`src/rtl/mul_ctrl.sv`:
```
// mul_ctrl: sequencing FSM for the repeated-addition multiplier datapath.
// Strobes are registered from the next state so they line up exactly with the state register.
module mul_ctrl #(
   parameter int unsigned MAX_ITER = 65535,
   parameter int unsigned CW       = 16
) (
   input  logic          clk,
   input  logic          rst,
   input  logic          start,
   input  logic          eqz,
   input  logic          neg,
   output logic          ldA,
   output logic          ldB,
   output logic          clrP,
   output logic          ldP,
   output logic          decB,
   output logic          busy,
   output logic          done,
   output logic          err,
   output logic [CW-1:0] iter
);

   typedef enum logic [2:0] {
      IDLE   = 3'd0,
      LOAD_A = 3'd1,
      LOAD_B = 3'd2,
      CHECK  = 3'd3,
      ADD    = 3'd4,
      DONE   = 3'd5,
      ERR    = 3'd6
   } state_t;

   localparam logic [CW-1:0] ITER_LIMIT = CW'(MAX_ITER);

   state_t state_r;
   state_t next_s;
   logic   ld_a_s, ld_b_s, clr_p_s, ld_p_s, dec_b_s, busy_s, done_s, err_s;

   // Next-state selection; a negative B outranks zero, which outranks the iteration limit
   always_comb begin
      next_s = state_r;
      case (state_r)
         IDLE: begin
            if (start) next_s = LOAD_A;
            else       next_s = IDLE;
         end
         LOAD_A: next_s = LOAD_B;
         LOAD_B: next_s = CHECK;
         CHECK: begin
            if (neg)                     next_s = ERR;
            else if (eqz)                next_s = DONE;
            else if (iter == ITER_LIMIT) next_s = ERR;
            else                         next_s = ADD;
         end
         ADD: next_s = CHECK;
         DONE: begin
            if (start) next_s = DONE;
            else       next_s = IDLE;
         end
         ERR: begin
            if (start) next_s = ERR;
            else       next_s = IDLE;
         end
         default: next_s = IDLE;
      endcase
   end

   // Moore output decode of the state about to be entered
   always_comb begin
      ld_a_s  = 1'b0;
      ld_b_s  = 1'b0;
      clr_p_s = 1'b0;
      ld_p_s  = 1'b0;
      dec_b_s = 1'b0;
      busy_s  = 1'b0;
      done_s  = 1'b0;
      err_s   = 1'b0;
      case (next_s)
         IDLE: busy_s = 1'b0;
         LOAD_A: begin
            ld_a_s = 1'b1;
            busy_s = 1'b1;
         end
         LOAD_B: begin
            ld_b_s  = 1'b1;
            clr_p_s = 1'b1;
            busy_s  = 1'b1;
         end
         CHECK: busy_s = 1'b1;
         ADD: begin
            ld_p_s  = 1'b1;
            dec_b_s = 1'b1;
            busy_s  = 1'b1;
         end
         DONE:    done_s = 1'b1;
         ERR:     err_s  = 1'b1;
         default: busy_s = 1'b0;
      endcase
   end

   // State, registered strobes and the iteration counter
   always_ff @(posedge clk) begin
      if (rst) begin
         state_r <= IDLE;
         ldA     <= 1'b0;
         ldB     <= 1'b0;
         clrP    <= 1'b0;
         ldP     <= 1'b0;
         decB    <= 1'b0;
         busy    <= 1'b0;
         done    <= 1'b0;
         err     <= 1'b0;
         iter    <= {CW{1'b0}};
      end else begin
         state_r <= next_s;
         ldA     <= ld_a_s;
         ldB     <= ld_b_s;
         clrP    <= clr_p_s;
         ldP     <= ld_p_s;
         decB    <= dec_b_s;
         busy    <= busy_s;
         done    <= done_s;
         err     <= err_s;
         // CHECK stops at the limit, so the increment can never wrap
         if (state_r == LOAD_A)   iter <= {CW{1'b0}};
         else if (state_r == ADD) iter <= iter + {{(CW-1){1'b0}}, 1'b1};
         else                     iter <= iter;
      end
   end

endmodule

```
`config.mk`:
```
export PLATFORM = sky130hd
export DESIGN_NAME = mul_ctrl
export DESIGN_NICKNAME = d
export VERILOG_FILES = /design/src/rtl/mul_ctrl.sv
export SDC_FILE = /design/constraint.sdc
export NUM_CORES = 1
export LEC_CHECK = 0
export CAP_MARGIN = 20
export CORE_MARGIN = 1
export CORE_UTILIZATION = 47
export DETAILED_ROUTE_END_ITERATION = 16
export GPL_ROUTABILITY_DRIVEN = 0
export PLACE_DENSITY = 0.83
export SYNTH_ARGS = -nofsm -noshare
export SYNTH_HDL_FRONTEND = slang
export SYNTH_SLANG_ARGS = --single-unit
export TNS_END_PERCENT = 100
```
`constraint.sdc`:
```
create_clock -name clk -period 2.35 [get_ports clk]
set_input_delay 0.47 -clock clk [delete_from_list [all_inputs] [get_ports clk]]
set_output_delay 0.47 -clock clk [all_outputs]
set_load 0.005 [all_outputs]
```
==> impl_metrics.env, run 1 <==
export IMPL_status="finished clean"
export IMPL_dp_hpwl_mm=1.69
export IMPL_clk_path_buf_depth=2
export IMPL_synth_nets=145
export IMPL_arrival_ns=2.16
export IMPL_post_cts_buffers=0
export IMPL_dieWidth_um=51.7
export IMPL_drv_cap=0
export IMPL_worst_path_max_delay_cell="dfxtp_1"
export IMPL_cts_htree_levels=1
export IMPL_synth_top_area_share_pct=43.2
export IMPL_core_area_um2=2280
export IMPL_layout_drive_gt1_share_pct=3.68
export IMPL_cp_start_kind="flop"
export IMPL_max_slew_margin_rel_pct=71.2
export IMPL_critPathMaxStageDelay_ns=0.61
export IMPL_criticalPathCategory="flop to flop"
export IMPL_io_pins=29
export IMPL_min_period_ns=1.91
export IMPL_routedWlPerCell_um=12.1
export IMPL_multi_input_area_um2=579
export IMPL_grt_pass1_wl_mm=3.87
export IMPL_hold_viol=0
export IMPL_post_synth_top_count_cell="dfxtp_1"
export IMPL_clockRootBuffer="clkbuf_4"
export IMPL_yosysTopAreaCell="dfxtp_1"
export IMPL_syn_to_final_growth_pct=25.1
export IMPL_final_setup_tns_ns=0
export IMPL_vias=1025
export IMPL_reg2reg_from="state_r[0]"
export IMPL_rsz0062_at_grt="false"
export IMPL_fin_nets=170
export IMPL_cp_max_fo=14
export IMPL_syn_inst=139
export IMPL_r2r_end="busy"
export IMPL_end_kind="flop"
export IMPL_antenna_found_initial=0
export IMPL_synth_area_top_cells="dfxtp_1, nor2_1, xnor2_1"
export IMPL_hold_end="iter[8]"
export IMPL_cts_sinks=25
export IMPL_grt_pass1_vias=885
export IMPL_ys_ff_latch=25
export IMPL_synthArstFlopShare_pct=0
export IMPL_drc=0
export IMPL_clk_pin_slew_ns=0.13
export IMPL_ys_warn_count=0
export IMPL_fin_total_pwr_mw=0.745
export IMPL_seqCellArea_um2=500
export IMPL_fmax_mhz=525
export IMPL_placementRows=17
export IMPL_clock_latency_ns=0.31
export IMPL_numCtsBuffers=3
export IMPL_dr_pass1_iters=6
export IMPL_powerDensity_nw_per_um2=514
export IMPL_drt_wl_total_mm=2.31
export IMPL_n_fill_cell=202
export IMPL_syn_avg_cell_area_um2=8.34
export IMPL_grt_use_total_pct=19.8
export IMPL_cts_repair_resized=0
export IMPL_diodes=0
export IMPL_chipHeight_um=51.7
export IMPL_cts_tree="done"
export IMPL_ant_nets=0
export IMPL_synth_cells_most_frequent="dfxtp_1, nor2_1, nand2_1"
export IMPL_grt_max_degree=15
export IMPL_whs_path_depth=2
export IMPL_drtIter0Drc=15
export IMPL_start_util_pct=50.9
export IMPL_critPathMostFrequentCell="or3_1"
export IMPL_tightest_slew_ns=0.430
export IMPL_port_buffers=28
export IMPL_hp_class="flop to flop"
export IMPL_r2r_setup_slack_ns=0.44
export IMPL_syn_area_um2=1160
export IMPL_leakage_nw=0.488
export IMPL_cp_cell_sequence="nand2_1 > or3_1 > or3_1 > a311o_1 > o21ai_0"
export IMPL_r2r_cells=5
export IMPL_grt_overflow=0
export IMPL_dieArea_um2=2670
export IMPL_holdBufCountCts=0
export IMPL_finalSetupViolations=0
export IMPL_peakVddDrop_mv=0.433
export IMPL_skew_ns=0.00652
export IMPL_viasPerCell=5.37
export IMPL_fin_crit_sh_pct=81.1
export IMPL_crit_required_ns=2.60
export IMPL_synth_ff_type="dfxtp_1"
export IMPL_finalMaxSlewViolations=0
export IMPL_min_delay_start="iter[8]"
export IMPL_synth_cell_types=35
export IMPL_synth_edff_count=0
export IMPL_ys_seq_area_share_pct=43.2
power breakdown:
| group | switching [mW] | internal (mW) |
|---|---|---|
| Sequential | 0.0179 | 0.437 |
| Clock | 0.122 | 0.0636 |
| Combinational | 0.0536 | 0.0508 |
critical path: cells and delay by family, from the launching register on:
family          cells  cell delay (ns)
simple gates        3             0.83
flops               1             0.61
compound gates      2             0.39
cells in the final DEF, fill, tap and decap left out, types with 2 or more instances in the layout:
cell,synthesis,routed
a31oi_1,2,2
xnor2_1,8,8
nor3_1,7,7
a22oi_1,2,2
nand2_1,12,12
nor2b_1,2,2
o21ai_0,8,8
dfxtp_1,25,25
or3_1,5,5
inv_1,7,7
a21oi_1,2,2
nor2_1,21,21
nand3_1,5,5
clkdlybuf4s50_1,0,28
clkbuf_4,0,3
nand2b_1,4,4
xor2_1,4,4
how the worst max path moves through the flow:
stage,cells past startpoint,startpoint,to,slack (ns)
after floorplan,6,iter[0],busy,0.65
after global placement,6,eqz,busy,0.23
after detailed placement,6,eqz,busy,0.17
after CTS,4,state_r[0],iter[8],0.44
after global routing,5,iter[0],iter[8],0.35
final,5,state_r[0],busy,0.44
registers in the layout, indices dropped and copies added (netlist names):
name	cells
state_r	3
decB	1
err	1
iter	16
done	1
ldA	1
clrP	1
busy	1
layout make-up:
class                   count  share of cell area [%]
multi-input cells          99                    40.0
flip-flops and latches     25                    34.5
repair buffers             28                    19.3
well taps                  28                    2.42
inverters                   7                    1.81
clock buffers               3                    1.55
clock inverters             1                   0.345
cell families after synthesis:
| family | after synthesis | synth area share (%) |
|---|---|---|
| AOI/OAI and AO/OA | 20 | 11.3 |
| xor gates and xnor gates | 12 | 9.07 |
| adders and majority gates | 1 | 1.08 |
| buffers and inverters | 15 | 6.80 |
| DFF | 25 | 43.2 |
| and+or+nand+nor | 66 | 28.5 |
metal layers:
layer	vias up	wire length [µm]	global-route usage [%]
met2	27	1110	35.1
met4	0	21	5.41
li1	520	-	-
met5	-	0	0
met1	473	1080	23.8
met3	5	99	4.39
per-stage QoR:
stage | hold slack (ns) | setup WS (ns) | util [%] | instance area (µm²) | std cells
after CTS | 0.546 | 0.441 | 63.7 | 1450 | 191
final | 0.537 | 0.444 | 63.7 | 1450 | 191
after floorplan | 0.485 | 0.646 | - | 1160 | 139
after global routing | 0.580 | 0.351 | 63.7 | 1450 | 191
after global placement | 0.482 | 0.230 | 62.5 | 1420 | 187
after detailed placement | 0.527 | 0.173 | 62.5 | 1420 | 187
No activity file was read; power rests on OpenSTA's default activity.
==> run 2, diff against run 1 <==
==> constraint.sdc (replaced) <==
create_clock -name clk -period 1.9 [get_ports clk]
set_input_delay 0.38 -clock clk [delete_from_list [all_inputs] [get_ports clk]]
set_output_delay 0.38 -clock clk [all_outputs]
set_load 0.005 [all_outputs]
==> run 2 against run 1 <==
Worst setup slack got worse by 0.33 ns. Utilization increased by 2.7 points. Via count rose by 1.7%. Clock power increased by 23%. Sequential power increased by 23%. Worst hold slack improved by 0.011 ns. Critical endpoint unchanged. Largest cell class unchanged.
==> impl_metrics.env, run 2 (synthesis results as in run 1) <==
export IMPL_largestRegisters="iter x16, state_r x3"
export IMPL_clockRootBuffer="clkbuf_4"
export IMPL_holdBufCountCts=0
export IMPL_placementRows=17
export IMPL_fin_nets=177
export IMPL_n_fill_cell=182
export IMPL_cts_sinks=25
export IMPL_status="finished clean"
export IMPL_criticalPathCategory="flop to flop"
export IMPL_viasPerCell=5.26
export IMPL_critPathMostFrequentCell="or3_1"
export IMPL_grt_max_degree=14
export IMPL_drtIter0Drc=17
export IMPL_cp_max_fo=5
export IMPL_holdWs_ns=0.547
export IMPL_port_buffers=28
export IMPL_cp_start_kind="flop"
export IMPL_cp_startpoint="iter[1]"
export IMPL_core_area_um2=2280
export IMPL_rsz0062_at_grt="false"
export IMPL_skew_ns=0.00321
export IMPL_hold_viol=0
export IMPL_cts_htree_levels=1
export IMPL_crit_buf_inv=0
export IMPL_leakage_nw=0.522
export IMPL_clock_latency_ns=0.30
export IMPL_diodes=0
export IMPL_min_delay_start="iter[8]"
export IMPL_finalMaxSlewViolations=0
export IMPL_syn_to_final_growth_pct=30.5
export IMPL_io_pins=29
export IMPL_grt_overflow=0
export IMPL_cp_cell_sequence="ha_1 > nand4b_1 > or3_1 > or3_1 > a311o_1 > o21ai_0"
export IMPL_crit_required_ns=2.14
export IMPL_start_util_pct=50.9
export IMPL_top_register="iter"
export IMPL_finalSetupViolations=0
export IMPL_drv_cap=0
export IMPL_worst_path_max_delay_cell="dfxtp_2"
export IMPL_antenna_found_initial=0
export IMPL_grt_use_total_pct=19.4
export IMPL_reg2reg_from="iter[1]"
export IMPL_routedWlPerCell_um=12.0
export IMPL_min_period_ns=1.79
export IMPL_tightest_slew_ns=0.300
export IMPL_clk_pin_slew_ns=0.13
export IMPL_dieWidth_um=51.7
export IMPL_layout_common_cells="clkdlybuf4s50_1, dfxtp_1, nor2_1"
export IMPL_critical_path_top_delay_family="simple AND/OR/NAND/NOR gates"
export IMPL_dp_hpwl_mm=1.79
export IMPL_vias=1042
export IMPL_chipHeight_um=51.7
export IMPL_hp_class="flop to flop"
export IMPL_max_slew_margin_rel_pct=79.8
export IMPL_dr_pass1_iters=4
export IMPL_final_instance_count_excl_fill=198
export IMPL_final_common_cell="clkdlybuf4s50_1"
export IMPL_arrival_ns=2.03
export IMPL_grt_pass1_vias=942
export IMPL_drc=0
export IMPL_seqCellArea_um2=507
export IMPL_fin_crit_sh_pct=93.9
export IMPL_ant_nets=0
export IMPL_peakVddDrop_mv=0.385
export IMPL_layout_drive_gt1_share_pct=9.41
export IMPL_powerDensity_nw_per_um2=619
export IMPL_multi_input_area_um2=584
export IMPL_dieArea_um2=2670
export IMPL_end_kind="flop"
export IMPL_post_cts_buffers=0
export IMPL_largest_reg_flops=16
export IMPL_grt_pass1_wl_mm=3.86
export IMPL_drt_wl_total_mm=2.37
export IMPL_cts_tree="done"
export IMPL_dp_cells=194
export IMPL_critPathMaxStageDelay_ns=0.39
export IMPL_clk_path_buf_depth=2
export IMPL_fmax_mhz=560
export IMPL_numCtsBuffers=3
-- run 2: cell types whose count changed in the layout (fill, tap and decap cells not counted), sizes merged --
cell	delta
buf	+7
clkbuf	+1
clkinv	-1
-- run 2: layer usage --
metal | wire (µm) | part of all wire, % | vias up | GRT usage, %
li1 | - | - | 533 | -
met1 | 1080 | 46 | 470 | 23.1
met2 | 1160 | 49 | 35 | 35.1
met3 | 101 | 4.3 | 4 | 2.63
met4 | 24 | 1.0 | 0 | 7.21
met5 | 0 | 0 | - | 0
-- run 2: layout make-up --
class / count / area share (%)
inverter: 7 / 1.74
clock buffer: 4 / 1.74
timing repair buffer: 35 / 22.0
sequential: 25 / 33.5
multi-input combinational: 99 / 38.7
tap: 28 / 2.32
-- run 2: report_power, final --
part | switching (mW) | internal [mW]
Combinational | 0.0756 | 0.0755
Clock | 0.145 | 0.0818
Sequential | 0.0173 | 0.541
Total | 0.238 | 0.698
-- run 2: through the flow --
stage	setup TNS, ns	power, mW	worst slack, ns	utilization, %	instance area, µm²
floorplan	0	0.663	0.196	-	1160
global placement	-0.254	0.714	-0.130	64.8	1470
detailed placement	-0.480	0.718	-0.182	64.8	1470
CTS	0	0.944	0.0428	65.9	1500
global route	0	0.983	0.00784	66.4	1510
finish	0	0.936	0.115	66.4	1510
-- run 2: worst reg2reg max path, delay by kind of cell (launching register included) --
family	cells	cell delay, ns
AOI/OAI and AO/OA	2	0.40
adders and majority gates	1	0.20
DFF	1	0.39
and+or+nand+nor	3	0.74
-- run 2: what timing repair did --
item / CTS / global route
endpoints found under the setup margin: 0 / 5
endpoints found under the hold margin: 0 / 0
resized for setup: 0 / 5
-- run 2: worst paths after layout --
kind	cells after the start	slack, ns	endpoint
worst max-delay path	6	0.11	busy
worst min-delay path	2	0.55	iter[8]
worst max register to register	6	0.11	busy
worst min register to register	2	0.55	iter[8]
==> run 3, diff against run 2 <==
--- a/config.mk
+++ b/config.mk
@@ -10,7 +10,7 @@
 export CORE_UTILIZATION = 47
 export DETAILED_ROUTE_END_ITERATION = 16
 export GPL_ROUTABILITY_DRIVEN = 0
-export PLACE_DENSITY = 0.83
+export PLACE_DENSITY = 0.79
 export SYNTH_ARGS = -nofsm -noshare
 export SYNTH_HDL_FRONTEND = slang
 export SYNTH_SLANG_ARGS = --single-unit
==> run 3 against run 2 <==
Clock-buffer cell count is the same. Flip-flop and latch count is the same. Total power grew 1.2%. Utilization shrank 0.055 points. Combinational power grew 5%. Clock power grew 4%. Global-route usage grew 0.62 points. First-iteration DRC count shrank 5.9%. Sequential power shrank 0.9%.
==> impl_metrics.env, run 3 (synthesis results as in run 1) <==
export IMPL_layout_drive_gt1_share_pct=8.82
export IMPL_viasPerCell=5.26
export IMPL_cp_max_fo=7
export IMPL_finalMaxSlewViolations=0
export IMPL_power_frac_clock_pct=24.9
export IMPL_cp_startpoint="state_r[1]"
export IMPL_fin_crit_sh_pct=94.3
export IMPL_antenna_found_initial=0
export IMPL_drtIter0Drc=16
export IMPL_use_met2_pct=31.8
export IMPL_fin_nets=177
export IMPL_numCtsBuffers=3
export IMPL_clk_path_buf_depth=2
export IMPL_criticalPathCategory="flop to flop"
export IMPL_rsz0062_at_grt="false"
export IMPL_top_register="iter"
export IMPL_port_buffers=28
export IMPL_status="finished clean"
export IMPL_cts_tree="done"
export IMPL_clock_latency_ns=0.31
export IMPL_grt_most_used_layer="met2"
export IMPL_drt_wl_total_mm=2.31
export IMPL_r2r_setup_slack_ns=0.11
export IMPL_switchingPower_mw=0.247
export IMPL_grt_pass1_wl_mm=3.93
export IMPL_max_slew_margin_rel_pct=78.5
export IMPL_drv_cap=0
export IMPL_end_kind="flop"
export IMPL_peakVddDrop_mv=0.405
export IMPL_min_period_ns=1.79
export IMPL_holdBufCountCts=0
export IMPL_dp_cells=194
export IMPL_placementRows=17
export IMPL_leakage_nw=0.522
export IMPL_diodes=0
export IMPL_layout_common_cells="clkdlybuf4s50_1, dfxtp_1, nor2_1"
export IMPL_cts_sinks=25
export IMPL_grt_use_total_pct=20.0
export IMPL_r2r_cells=5
export IMPL_chipHeight_um=51.7
export IMPL_arrival_ns=2.04
export IMPL_cp_depth=5
export IMPL_combPwrFrac_pct=16.7
export IMPL_ant_nets=0
export IMPL_largestRegisters="iter x16, state_r x3"
export IMPL_pre_cts_slack_ns=-0.196
export IMPL_cp_cell_sequence="nand2_1 > or3_1 > or3_1 > a311o_1 > o21ai_0"
export IMPL_clk_pin_slew_ns=0.13
export IMPL_holdWs_ns=0.520
export IMPL_swShare_pct=26.0
export IMPL_tightest_slew_ns=0.320
export IMPL_cts_htree_levels=1
export IMPL_routedWlPerCell_um=11.7
export IMPL_post_cts_buffers=0
export IMPL_finalSetupViolations=0
export IMPL_power_internal_mw=0.701
export IMPL_crit_buf_inv=0
export IMPL_worst_path_max_delay_cell="dfxtp_1"
export IMPL_skew_ns=0.00574
export IMPL_cp_start_kind="flop"
export IMPL_grt_overflow=0
export IMPL_clockRootBuffer="clkbuf_4"
export IMPL_fmax_mhz=558
export IMPL_dieArea_um2=2670
export IMPL_io_pins=29
export IMPL_dieWidth_um=51.7
export IMPL_setup_worst_path_end="busy"
export IMPL_crit_required_ns=2.15
export IMPL_seqPwrFrac_pct=58.4
export IMPL_start_util_pct=50.9
export IMPL_grt_pass1_vias=941
export IMPL_powerDensity_nw_per_um2=627
export IMPL_critical_path_top_delay_family="simple AND/OR/NAND/NOR gates"
export IMPL_n_fill_cell=209
export IMPL_critPathMaxStageDelay_ns=0.48
export IMPL_dr_pass1_iters=4
export IMPL_syn_to_final_growth_pct=30.3
export IMPL_hp_class="flop to flop"
export IMPL_final_common_cell="clkdlybuf4s50_1"
export IMPL_reg2reg_from="state_r[1]"
export IMPL_setup_slack_ns=0.108
export IMPL_vias=1041
export IMPL_drc=0
export IMPL_final_setup_tns_ns=0
export IMPL_grt_max_degree=14
export IMPL_grt_use_met1_pct=26.2
export IMPL_use_met3_pct=3.51
export IMPL_critPathMostFrequentCell="or3_1"
export IMPL_largest_reg_flops=16
export IMPL_r2r_end="busy"
export IMPL_dp_hpwl_mm=1.75
export IMPL_core_area_um2=2280
export IMPL_hold_viol=0
export IMPL_final_instance_count_excl_fill=198
==> run 3: cell counts in the layout (fill, tap and decap cells not counted) <==
Identical to the previous run, type by type.
==> run 3: worst register-to-register path: cells and delay by family (launching register included) <==
| kind | cells | cell delay [ns] |
|---|---|---|
| AND/OR/NAND/NOR | 3 | 0.84 |
| flip-flops | 1 | 0.48 |
| AO/OA/AOI/OAI | 2 | 0.41 |
==> run 3: stage by stage <==
| step | util [%] | cell area, µm² | power [mW] |
|---|---|---|---|
| floorplan | - | 1160 | 0.663 |
| global placement | 64.8 | 1470 | 0.718 |
| detailed placement | 64.8 | 1470 | 0.723 |
| CTS | 65.9 | 1500 | 0.955 |
| global route | 66.4 | 1510 | 0.994 |
| finish | 66.4 | 1510 | 0.947 |
==> run 3: final cells by class <==
cell class / instances / area, µm² / share of cell area (%)
timing repair buffer: 35 / 333 / 22.0
sequential: 25 / 505 / 33.5
multi-input combinational: 99 / 584 / 38.7
tap: 28 / 35.0 / 2.32
inverter: 7 / 26.3 / 1.74
clock buffer: 4 / 26.3 / 1.74
==> run 3: metal layers <==
| layer | wire length (µm) | share of wire (%) |
|---|---|---|
| met1 | 1120 | 48 |
| met2 | 1090 | 47 |
| met3 | 69 | 3.0 |
| met4 | 32 | 1.4 |
| met5 | 0 | 0 |
==> run 3: power groups by stage <==
stage	logic, mW	clock network (mW)	registers, mW
floorplan	0.0984	0	0.564
global placement	0.152	0	0.566
detailed placement	0.158	0	0.566
CTS	0.158	0.243	0.555
global route	0.173	0.266	0.556
finish	0.158	0.236	0.553
==> run 3: worst min-delay path by stage <==
stage	startpoint	to	slack, ns	cells after the start
global route	iter[8]	iter[8]	0.58	2
floorplan	iter[8]	iter[8]	0.49	2
CTS	iter[8]	iter[8]	0.52	2
global placement	iter[8]	iter[8]	0.48	2
detailed placement	iter[8]	iter[8]	0.50	2
finish	iter[8]	iter[8]	0.52	2
==> run 3: timing repair <==
action | 4_1_cts | 5_1_grt
resized for setup | 0 | 4
setup endpoints to repair | 0 | 7
endpoints found under the hold margin | 0 | 0
